===== config.mk =====
export PLATFORM = sky130hd
export DESIGN_NAME = io_responder
export DESIGN_NICKNAME = d
export VERILOG_FILES = /design/src/rtl/io_responder.sv
export SDC_FILE = /design/constraint.sdc
export NUM_CORES = 1
export LEC_CHECK = 0
export CORE_MARGIN = 2
export CORE_UTILIZATION = 45
export DETAILED_ROUTE_END_ITERATION = 16
export PLACE_DENSITY_LB_ADDON = 0.25
export SYNTH_ARGS = -nofsm -noshare
export SYNTH_HDL_FRONTEND = slang
export SYNTH_HIERARCHICAL = 1
export SYNTH_SLANG_ARGS = --single-unit

===== constraint.sdc =====
create_clock -name clk_in -period 2.7 [get_ports clk_in]
set_clock_uncertainty 0.15 [all_clocks]
set_input_delay 0.405 -clock clk_in [delete_from_list [all_inputs] [get_ports clk_in]]
set_output_delay 0.405 -clock clk_in [all_outputs]
set_load 0.05 [all_outputs]

===== src/rtl/io_responder.sv =====
// CPU-facing IO responder: RAM/IO decode, UART RX/TX byte FIFOs, cycle counter, stop flag.
// Latency: one cycle for CPU reads (registered source select); ram_we is combinational.
// Backpressure: rx_ready drops when RX is full; tx_full tells the system to stall rdy_in.

// Byte FIFO with wrap-bit pointers; a push into a full FIFO lands only when a pop frees a slot the same cycle.
module io_byte_fifo #(
  parameter int DEPTH = 8
) (
  input  logic       i_clk,
  input  logic       i_rst_n,
  input  logic       i_push,
  input  logic [7:0] i_push_dat,
  input  logic       i_pop,
  output logic [7:0] o_head_dat,
  output logic       o_full,
  output logic       o_empty
);
  localparam int AW = (DEPTH > 1) ? $clog2(DEPTH) : 1;

  logic [AW:0] r_wr_ptr;
  logic [AW:0] r_rd_ptr;
  logic [7:0]  r_mem [DEPTH];
  logic        w_pop_ok;
  logic        w_push_ok;

  assign o_empty    = (r_wr_ptr == r_rd_ptr);
  assign o_full     = (r_wr_ptr[AW-1:0] == r_rd_ptr[AW-1:0]) && (r_wr_ptr[AW] != r_rd_ptr[AW]);
  assign w_pop_ok   = i_pop && !o_empty;
  assign w_push_ok  = i_push && (!o_full || w_pop_ok);
  assign o_head_dat = r_mem[r_rd_ptr[AW-1:0]];

  // Pointer update; reset empties the FIFO at once so no stale byte can leak out.
  always_ff @(posedge i_clk or negedge i_rst_n) begin
    if (!i_rst_n) begin
      r_wr_ptr <= '0;
      r_rd_ptr <= '0;
    end else begin
      if (w_push_ok) r_wr_ptr <= r_wr_ptr + 1'b1;
      if (w_pop_ok)  r_rd_ptr <= r_rd_ptr + 1'b1;
    end
  end

  // Storage needs no reset: the pointers alone decide what is valid.
  always_ff @(posedge i_clk) begin
    if (w_push_ok) r_mem[r_wr_ptr[AW-1:0]] <= i_push_dat;
  end
endmodule

module io_responder #(
  parameter int FIFO_DEPTH = 8
) (
  input  logic        clk_in,
  input  logic        rst_in,
  input  logic        rdy_in,
  input  logic [31:0] mem_a,
  input  logic [7:0]  mem_dout,
  input  logic        mem_wr,
  output logic [7:0]  mem_din,
  input  logic [7:0]  ram_dout,
  output logic        ram_we,
  input  logic        rx_valid,
  input  logic [7:0]  rx_data,
  output logic        rx_ready,
  output logic        tx_valid,
  output logic [7:0]  tx_data,
  input  logic        tx_ready,
  output logic        tx_full,
  output logic        program_stop
);
  logic        w_io;
  logic        w_io_rd;
  logic        w_io_wr;
  logic        w_a_data;
  logic        w_a_cnt0;
  logic        w_rx_pop;
  logic        w_rx_full;
  logic        w_rx_empty;
  logic [7:0]  w_rx_head;
  logic        w_tx_push;
  logic        w_tx_pop;
  logic        w_tx_empty;
  logic        w_stop_set;
  logic [7:0]  w_rd_byte;
  logic        w_unused;

  logic [31:0] r_cnt;
  logic [23:0] r_snap;
  logic [7:0]  r_io_byte;
  logic        r_src_io;
  logic        r_stop;

  // Only bits 17:0 are decoded; bits 17:16 == 2'b11 select the IO window.
  assign w_io     = rdy_in && (mem_a[17:16] == 2'b11);
  assign w_io_rd  = w_io && !mem_wr;
  assign w_io_wr  = w_io && mem_wr;
  assign w_a_data = (mem_a[15:0] == 16'h0000);
  assign w_a_cnt0 = (mem_a[15:0] == 16'h0004);
  assign w_unused = &{1'b0, mem_a[31:18]};

  assign ram_we     = rdy_in && mem_wr && !w_io;
  assign w_rx_pop   = w_io_rd && w_a_data;
  assign w_tx_push  = w_io_wr && w_a_data && (mem_dout != 8'h00);
  assign w_stop_set = w_io_wr && w_a_cnt0;

  assign rx_ready     = !w_rx_full;
  assign tx_valid     = !w_tx_empty;
  assign w_tx_pop     = tx_valid && tx_ready;
  assign program_stop = r_stop;
  assign mem_din      = r_src_io ? r_io_byte : ram_dout;

  io_byte_fifo #(.DEPTH(FIFO_DEPTH)) u_rx_fifo (
    .i_clk      (clk_in),
    .i_rst_n    (rst_in),
    .i_push     (rx_valid),
    .i_push_dat (rx_data),
    .i_pop      (w_rx_pop),
    .o_head_dat (w_rx_head),
    .o_full     (w_rx_full),
    .o_empty    (w_rx_empty)
  );

  io_byte_fifo #(.DEPTH(FIFO_DEPTH)) u_tx_fifo (
    .i_clk      (clk_in),
    .i_rst_n    (rst_in),
    .i_push     (w_tx_push),
    .i_push_dat (mem_dout),
    .i_pop      (w_tx_pop),
    .o_head_dat (tx_data),
    .o_full     (tx_full),
    .o_empty    (w_tx_empty)
  );

  // IO read mux: byte 0 of the counter comes live, bytes 1..3 from the snapshot taken with it.
  always_comb begin
    w_rd_byte = 8'h00;
    if (w_io_rd) begin
      case (mem_a[15:0])
        16'h0000: w_rd_byte = w_rx_empty ? 8'h00 : w_rx_head;
        16'h0004: w_rd_byte = r_cnt[7:0];
        16'h0005: w_rd_byte = r_snap[7:0];
        16'h0006: w_rd_byte = r_snap[15:8];
        16'h0007: w_rd_byte = r_snap[23:16];
        default:  w_rd_byte = 8'h00;
      endcase
    end
  end

  // Free-running cycle counter, independent of bus activity.
  always_ff @(posedge clk_in or negedge rst_in) begin
    if (!rst_in) r_cnt <= '0;
    else         r_cnt <= r_cnt + 32'd1;
  end

  // Read-data register, source select and counter snapshot for the next-cycle return.
  always_ff @(posedge clk_in or negedge rst_in) begin
    if (!rst_in) begin
      r_io_byte <= 8'h00;
      r_src_io  <= 1'b0;
      r_snap    <= '0;
    end else begin
      r_io_byte <= w_rd_byte;
      r_src_io  <= w_io;
      if (w_io_rd && w_a_cnt0) r_snap <= r_cnt[31:8];
    end
  end

  // Sticky program-end flag; only reset clears it.
  always_ff @(posedge clk_in or negedge rst_in) begin
    if (!rst_in)         r_stop <= 1'b0;
    else if (w_stop_set) r_stop <= 1'b1;
  end
endmodule

After elaboration in Yosys (flattened, before gate mapping). Memory sizes are Yosys's and may differ from the RTL's. Cells that the tools add are included.

RAM bits: 128. Memories: 2. Register bits after elaboration: 82. Input port bits: 62.

Memory list: u_rx_fifo.r_mem (words 8, width 8, rd ports 1, clocked after Yosys merged registers in 0, write ports 1, RTL line 22) `logic [7:0] r_mem [DEPTH];`; u_tx_fifo.r_mem (words 8, width 8, rd ports 1, clocked after Yosys merged registers in 0, write ports 1, RTL line 22).

Reductions and logical operators: 27. Equality and inequality tests: 11. Add/sub/neg operators: 5. Muxes and demuxes: 8.

Operators with widths (count): $eq 16x3->1 const B (4); $pmux 8 s5 (1); $add 32x1->32 const B (1); $mux 8 (3); $logic_and 1x1->1 (17); $add 4x1->4 const B (4); $logic_not 16->1 (1); $eq 4x4->1 (2); $reduce_bool 8->1 (1); $eq 3x3->1 (2); $logic_not 1->1 (6); $mux 1 (4); $eq 2x2->1 const B (1); $logic_or 1x1->1 (2); $ne 1x1->1 (2).

Longest topological paths before layout.
Depth after elaboration: 9. Mapped depth: 11. Gate-level depth less buffers: 8.

By module. Netlist, hierarchy kept.

Modules (own cells, without submodules): io_byte_fifo (sequential area each 2122.0 um^2, times used 2, area an instance 3088.0 um^2, cells each 150); io_responder (sequential area each 1651.6 um^2, times used 1, area an instance 3298.2 um^2, cells each 250).

Worst setup path before layout. OpenSTA, ideal clock, no wires.

Kind: in2reg. Start: input mem_a[0]. End: memory u_tx_fifo.r_mem[3][0] (enable). Arrival time: 3.864 ns. Required time: 2.152 ns. Library setup time: 0.398 ns. Stages: 7. Path slack: -1.712 ns. Cell sequence: buf_6 > nor4_2 > nand4_1 > buf_2 > a2111oi_0 > nand2_1 > nor4b_1.

Cells in the longest elaborated chain, start to end: 6.

Ends and longest elaborated chain: from (decl) (RTL line 55) `input logic [31:0] mem_a,`; $logic_not 16->1 (RTL line 96) `assign w_a_data = (mem_a[15:0] == 16'h0000);`; $logic_and 1x1->1 (2 in a row) (RTL line 102) `assign w_tx_push = w_io_wr && w_a_data && (mem_dout != 8'h00);`; named net w_tx_push (RTL line 79) `logic w_tx_push;`; $logic_and 1x1->1 (RTL line 29) `assign w_push_ok = i_push && (!o_full || w_pop_ok);`; $mux 1 (RTL line 45) `if (w_push_ok) r_mem[r_wr_ptr[AW-1:0]] <= i_push_dat;`; $mux 1 (implied by the code) (RTL line 45); to (decl) (RTL line 22).

The timed path passes the listed nets, and every way through them passes these cells.

Worst setup path after layout.
Start: register u_tx_fifo.r_rd_ptr[0]. End: output tx_data[1].

Cells in the longest elaborated chain, start to end: 1.

Ends and longest elaborated chain: from (decl) (RTL line 21) `logic [AW:0] r_rd_ptr;`; from (signal assigned) (RTL line 39) `if (w_pop_ok) r_rd_ptr <= r_rd_ptr + 1'b1;`; $mem_v2 8x8; to (decl) (RTL line 65) `output logic [7:0] tx_data,`.

Every way passes these cells.

==> report_table.html <==
<table>
<tr><th>Metric</th><th>Value</th></tr>
<tr><th colspan="2">Run status</th></tr>
<tr><td>Run status</td><td>completed</td></tr>
<tr><th colspan="2">Die</th></tr>
<tr><td>Core box area</td><td>0.0208 mm2</td></tr>
<tr><td>Cell row count</td><td>53</td></tr>
<tr><td>Total die area</td><td>0.0222 mm2</td></tr>
<tr><td>Num ports</td><td>83</td></tr>
<tr><td>Overall die width</td><td>149 um</td></tr>
<tr><td>Initial Util</td><td>45.5%</td></tr>
<tr><td>Die H</td><td>149 um</td></tr>
<tr><th colspan="2">Min path</th></tr>
<tr><td>Kind of path behind the tightest hold check</td><td>in -&gt; async</td></tr>
<tr><th colspan="2">Final layout</th></tr>
<tr><td>Layout area overhead</td><td>25.3%</td></tr>
<tr><td>Layout Cells excl Fill</td><td>980</td></tr>
<tr><td>ANT cells</td><td>0</td></tr>
<tr><td>Most common library cell in the layout ignoring fill and taps</td><td>sky130_fd_sc_hd__edfxtp_1</td></tr>
<tr><td>Commonest cells after routing, fill and taps aside</td><td>sky130_fd_sc_hd__edfxtp_1, sky130_fd_sc_hd__dfrtp_1, sky130_fd_sc_hd__buf_4</td></tr>
<tr><td>Fraction of final layout cells with drive strength greater than 1</td><td>33.9%</td></tr>
<tr><td>Non-Filler Cell Area, Final</td><td>0.0119 mm2</td></tr>
<tr><td># nets final</td><td>755</td></tr>
<tr><th colspan="2">Placed design</th></tr>
<tr><td>Total half-perimeter wirelength after legalization and detailed placement</td><td>13300 um</td></tr>
<tr><td>Port Buffers</td><td>68</td></tr>
<tr><td>Gp weighted congestion</td><td>0.814</td></tr>
<tr><td>Total instance count after detailed placement</td><td>932</td></tr>
<tr><td>Post-detailed-placement cell area</td><td>0.0110 mm2</td></tr>
<tr><th colspan="2">Synthesis</th></tr>
<tr><td>Area of the mapped netlist</td><td>0.00947 mm2</td></tr>
<tr><td>Average footprint of a synthesized cell</td><td>17.2 um2</td></tr>
<tr><td>Cells after Synth</td><td>550</td></tr>
<tr><td>Dominant cells by area after synthesis</td><td>sky130_fd_sc_hd__edfxtp_1, sky130_fd_sc_hd__dfrtp_1, sky130_fd_sc_hd__mux4_1</td></tr>
<tr><td>Distinct cell type count of the synthesized netlist</td><td>46</td></tr>
<tr><td>Fraction of synthesized cell area taken by the top area cell type</td><td>40.6%</td></tr>
<tr><td>Warnings from Yosys</td><td>6</td></tr>
<tr><td>Sequential element share of the synthesized area</td><td>62.2%</td></tr>
<tr><td>Async SR Flop Fraction</td><td>39.0%</td></tr>
<tr><td>Number of flops mapped to enable cells by yosys</td><td>128</td></tr>
<tr><td>Cell type with the highest aggregate area in the netlist</td><td>sky130_fd_sc_hd__edfxtp_1</td></tr>
<tr><td>Mapped Nets</td><td>617</td></tr>
<tr><td>Number of flip-flops and latches in the synthesized netlist</td><td>210</td></tr>
<tr><td>Top_reg_cell synth</td><td>sky130_fd_sc_hd__edfxtp_1</td></tr>
<tr><th colspan="2">Power</th></tr>
<tr><td>P per Cell Area</td><td>643 mW/mm2</td></tr>
<tr><td>Total power of the final layout</td><td>7.63 mW</td></tr>
<tr><td>Leakage component of the power</td><td>4.47 nW</td></tr>
<tr><td>Worst ir drop on vdd</td><td>579 uV</td></tr>
<tr><th colspan="2">Timing</th></tr>
<tr><td>Setup repair after global routing missed its margin</td><td>true</td></tr>
<tr><td>Setup-failing EPs final</td><td>0</td></tr>
<tr><td>Achievable frequency</td><td>0.372 GHz</td></tr>
<tr><td>Clock period minus worst slack</td><td>2.69 ns</td></tr>
<tr><td>Portion of the clock cycle consumed by the worst path in the final layout</td><td>99.6%</td></tr>
<tr><td>Setup TNS after final layout</td><td>0 ns</td></tr>
<tr><td>Worst max-slew margin expressed relative to the limit</td><td>47.6%</td></tr>
<tr><td>Slew at the pin with the worst max-slew slack</td><td>0.781 ns</td></tr>
<tr><td>Endpoints failing hold</td><td>0</td></tr>
<tr><td>Final count of pins violating max slew</td><td>0</td></tr>
<tr><td>Worst Hold Slack</td><td>0.253 ns</td></tr>
<tr><th colspan="2">Routing</th></tr>
<tr><td>Total wire length after detailed routing</td><td>19300 um</td></tr>
<tr><td>Via density per instance</td><td>5.30</td></tr>
<tr><td>Antenna-violating nets left</td><td>0</td></tr>
<tr><td>First-pass DRT Iterations</td><td>4</td></tr>
<tr><td>Drt first-iter violations</td><td>272</td></tr>
<tr><td>WL/cell</td><td>19.7 um</td></tr>
<tr><td>Vias after detailed routing</td><td>5198</td></tr>
<tr><td>Number of remaining DRC errors</td><td>0</td></tr>
<tr><th colspan="2">Global route</th></tr>
<tr><td>Global route total overflow</td><td>0</td></tr>
<tr><td>Via count of the first global-routing pass</td><td>5593</td></tr>
<tr><td>Antenna violations before repair</td><td>0</td></tr>
<tr><td>Global-route wire length before repair</td><td>30600 um</td></tr>
<tr><td>GRT Total Usage</td><td>17.8%</td></tr>
<tr><td>Pin count of the biggest net entering global routing</td><td>50</td></tr>
<tr><th colspan="2">Critical path</th></tr>
<tr><td>CP max stage cell</td><td>sky130_fd_sc_hd__mux4_1</td></tr>
<tr><td>Cell breakdown of the critical path</td><td>buf_12 &gt; mux4_1 &gt; mux2_4 &gt; buf_4</td></tr>
<tr><td>Kind of start point of the critical path</td><td>flip-flop</td></tr>
<tr><td>Type of the setup path with the least slack</td><td>reg -&gt; out</td></tr>
<tr><td>Data required time of the worst path</td><td>2.14 ns</td></tr>
<tr><td>Kind of end point of the critical path</td><td>output pin</td></tr>
<tr><td>Peak fanout along the critical path</td><td>8</td></tr>
<tr><td>Biggest cell delay along the critical path</td><td>0.59 ns</td></tr>
<tr><td>Endpoint arrival time on the critical path</td><td>2.13 ns</td></tr>
<tr><th colspan="2">Clock network</th></tr>
<tr><td>Maximum buffer depth of the clock tree</td><td>3</td></tr>
<tr><td>Root Buffer</td><td>sky130_fd_sc_hd__clkbuf_16</td></tr>
<tr><td># clock sinks</td><td>210</td></tr>
<tr><td>Total number of H-tree levels</td><td>1</td></tr>
<tr><td>Total clock buffers created by CTS</td><td>23</td></tr>
<tr><td>CTS clk-pin slew, worst paths</td><td>0.06 ns</td></tr>
<tr><td>Clock network latency to the later pin of the worst-skew pair</td><td>0.51 ns</td></tr>
<tr><td>Clock tree from TritonCTS</td><td>yes</td></tr>
<tr><th colspan="2">Job</th></tr>
<tr><td>Count of max-cap constraint violations</td><td>0</td></tr>
</table>
==> cell usage after synthesis, types with 6 or more instances <==
cell type and instances:
sky130_fd_sc_hd__nor3_1 8, sky130_fd_sc_hd__nor2_1 18, sky130_fd_sc_hd__buf_6 10, sky130_fd_sc_hd__nor4_2 6, sky130_fd_sc_hd__and3_1 6, sky130_fd_sc_hd__buf_2 11, sky130_fd_sc_hd__dfrtp_1 82, sky130_fd_sc_hd__xnor2_1 35
sky130_fd_sc_hd__mux2_2 12, sky130_fd_sc_hd__edfxtp_1 128, sky130_fd_sc_hd__nand2b_1 10, sky130_fd_sc_hd__nand3_1 16, sky130_fd_sc_hd__a21oi_1 9, sky130_fd_sc_hd__nor4_1 9, sky130_fd_sc_hd__inv_1 9, sky130_fd_sc_hd__nand2_1 19
sky130_fd_sc_hd__nand4_1 18, sky130_fd_sc_hd__mux4_2 16, sky130_fd_sc_hd__mux2_4 36, sky130_fd_sc_hd__or4b_1 8, sky130_fd_sc_hd__mux4_1 24, sky130_fd_sc_hd__xor2_1 9
==> registers in the layout (all words and copies together), names as in the netlist <==
name,count
u_rx_fifo/r_mem,64
u_tx_fifo/r_mem,64
r_cnt,32
r_snap,24
r_io_byte,8
u_rx_fifo/r_rd_ptr,4
u_rx_fifo/r_wr_ptr,4
u_tx_fifo/r_rd_ptr,4
u_tx_fifo/r_wr_ptr,4
program_stop,1
r_src_io,1
==> final timing paths <==
check / cells after the start / slack [ns] / to / startpoint
setup / recovery: 4 / 0.01 / tx_data[1] / u_tx_fifo/r_rd_ptr[0]
hold / removal: 2 / 0.25 / u_rx_fifo/r_rd_ptr[3] / rst_in
setup reg to reg: 8 / 0.24 / u_tx_fifo/r_mem[3][2] / u_tx_fifo/r_rd_ptr[0]
hold reg to reg: 1 / 0.31 / r_cnt[31] / r_cnt[31]
max in group asynchronous: 3 / 1.52 / u_tx_fifo/r_rd_ptr[0] / rst_in
min in group clk_in: 1 / 0.31 / r_cnt[31] / r_cnt[31]
==> metrics by stage <==
step / setup WS, ns / util [%]
4_1_cts: -0.00137 / 56.7
2_1_floorplan: -0.106 / -
6_report: 0.0101 / 57.0
3_3_place_gp: -0.491 / 52.7
5_1_grt: -0.0397 / 57.0
3_5_place_dp: -0.568 / 52.7
==> where the power goes <==
| part | switching, mW | internal, mW |
|---|---|---|
| Sequential | 0.121 | 3.60 |
| Clock | 1.22 | 1.96 |
| Combinational | 0.402 | 0.329 |
==> timing repair <==
item	4_1_cts	5_1_grt
setup buffers	3	1
hold buffers	1	0
pin swaps	1	1
endpoints found under the hold margin	33	0
gates cloned	0	1
setup endpoints to repair	24	56
gates resized for setup	3	6
==> cell type report <==
type | instances | area [um2]
fill | 1642 | 8950
inverter | 9 | 33.8
tap | 275 | 344
sequential | 210 | 5900
clock inverter | 14 | 150
timing repair buffer | 141 | 1350
clock buffer | 28 | 634
multi-input combinational | 303 | 3460
==> worst max-delay path, delay by kind of cell (launching register included) <==
kind / cells / cell delay [ns]
flops: 1 / 0.42
mux: 2 / 0.87
buf+inv: 2 / 0.35
==> cells by family (layout without fill, tap and decap cells) <==
group / Yosys count / after routing / synth area share, %
xor+xnor: 48 / 48 / 4.75
flops: 210 / 210 / 62.2
mux: 92 / 92 / 18.1
simple gates: 133 / 133 / 8.68
buf+inv: 37 / 192 / 2.98
fa+ha+maj: 5 / 5 / 0.660
compound gates: 25 / 25 / 2.63
==> metal layers <==
| layer | part of all wire, % | up-vias | track usage, % |
|---|---|---|---|
| li1 | - | 2433 | - |
| met1 | 44 | 2633 | 24.1 |
| met2 | 49 | 105 | 29.7 |
| met3 | 4.3 | 27 | 3.52 |
| met4 | 2.2 | 0 | 4.67 |
| met5 | 0 | - | 0 |
(Power assumes the default switching activity.)
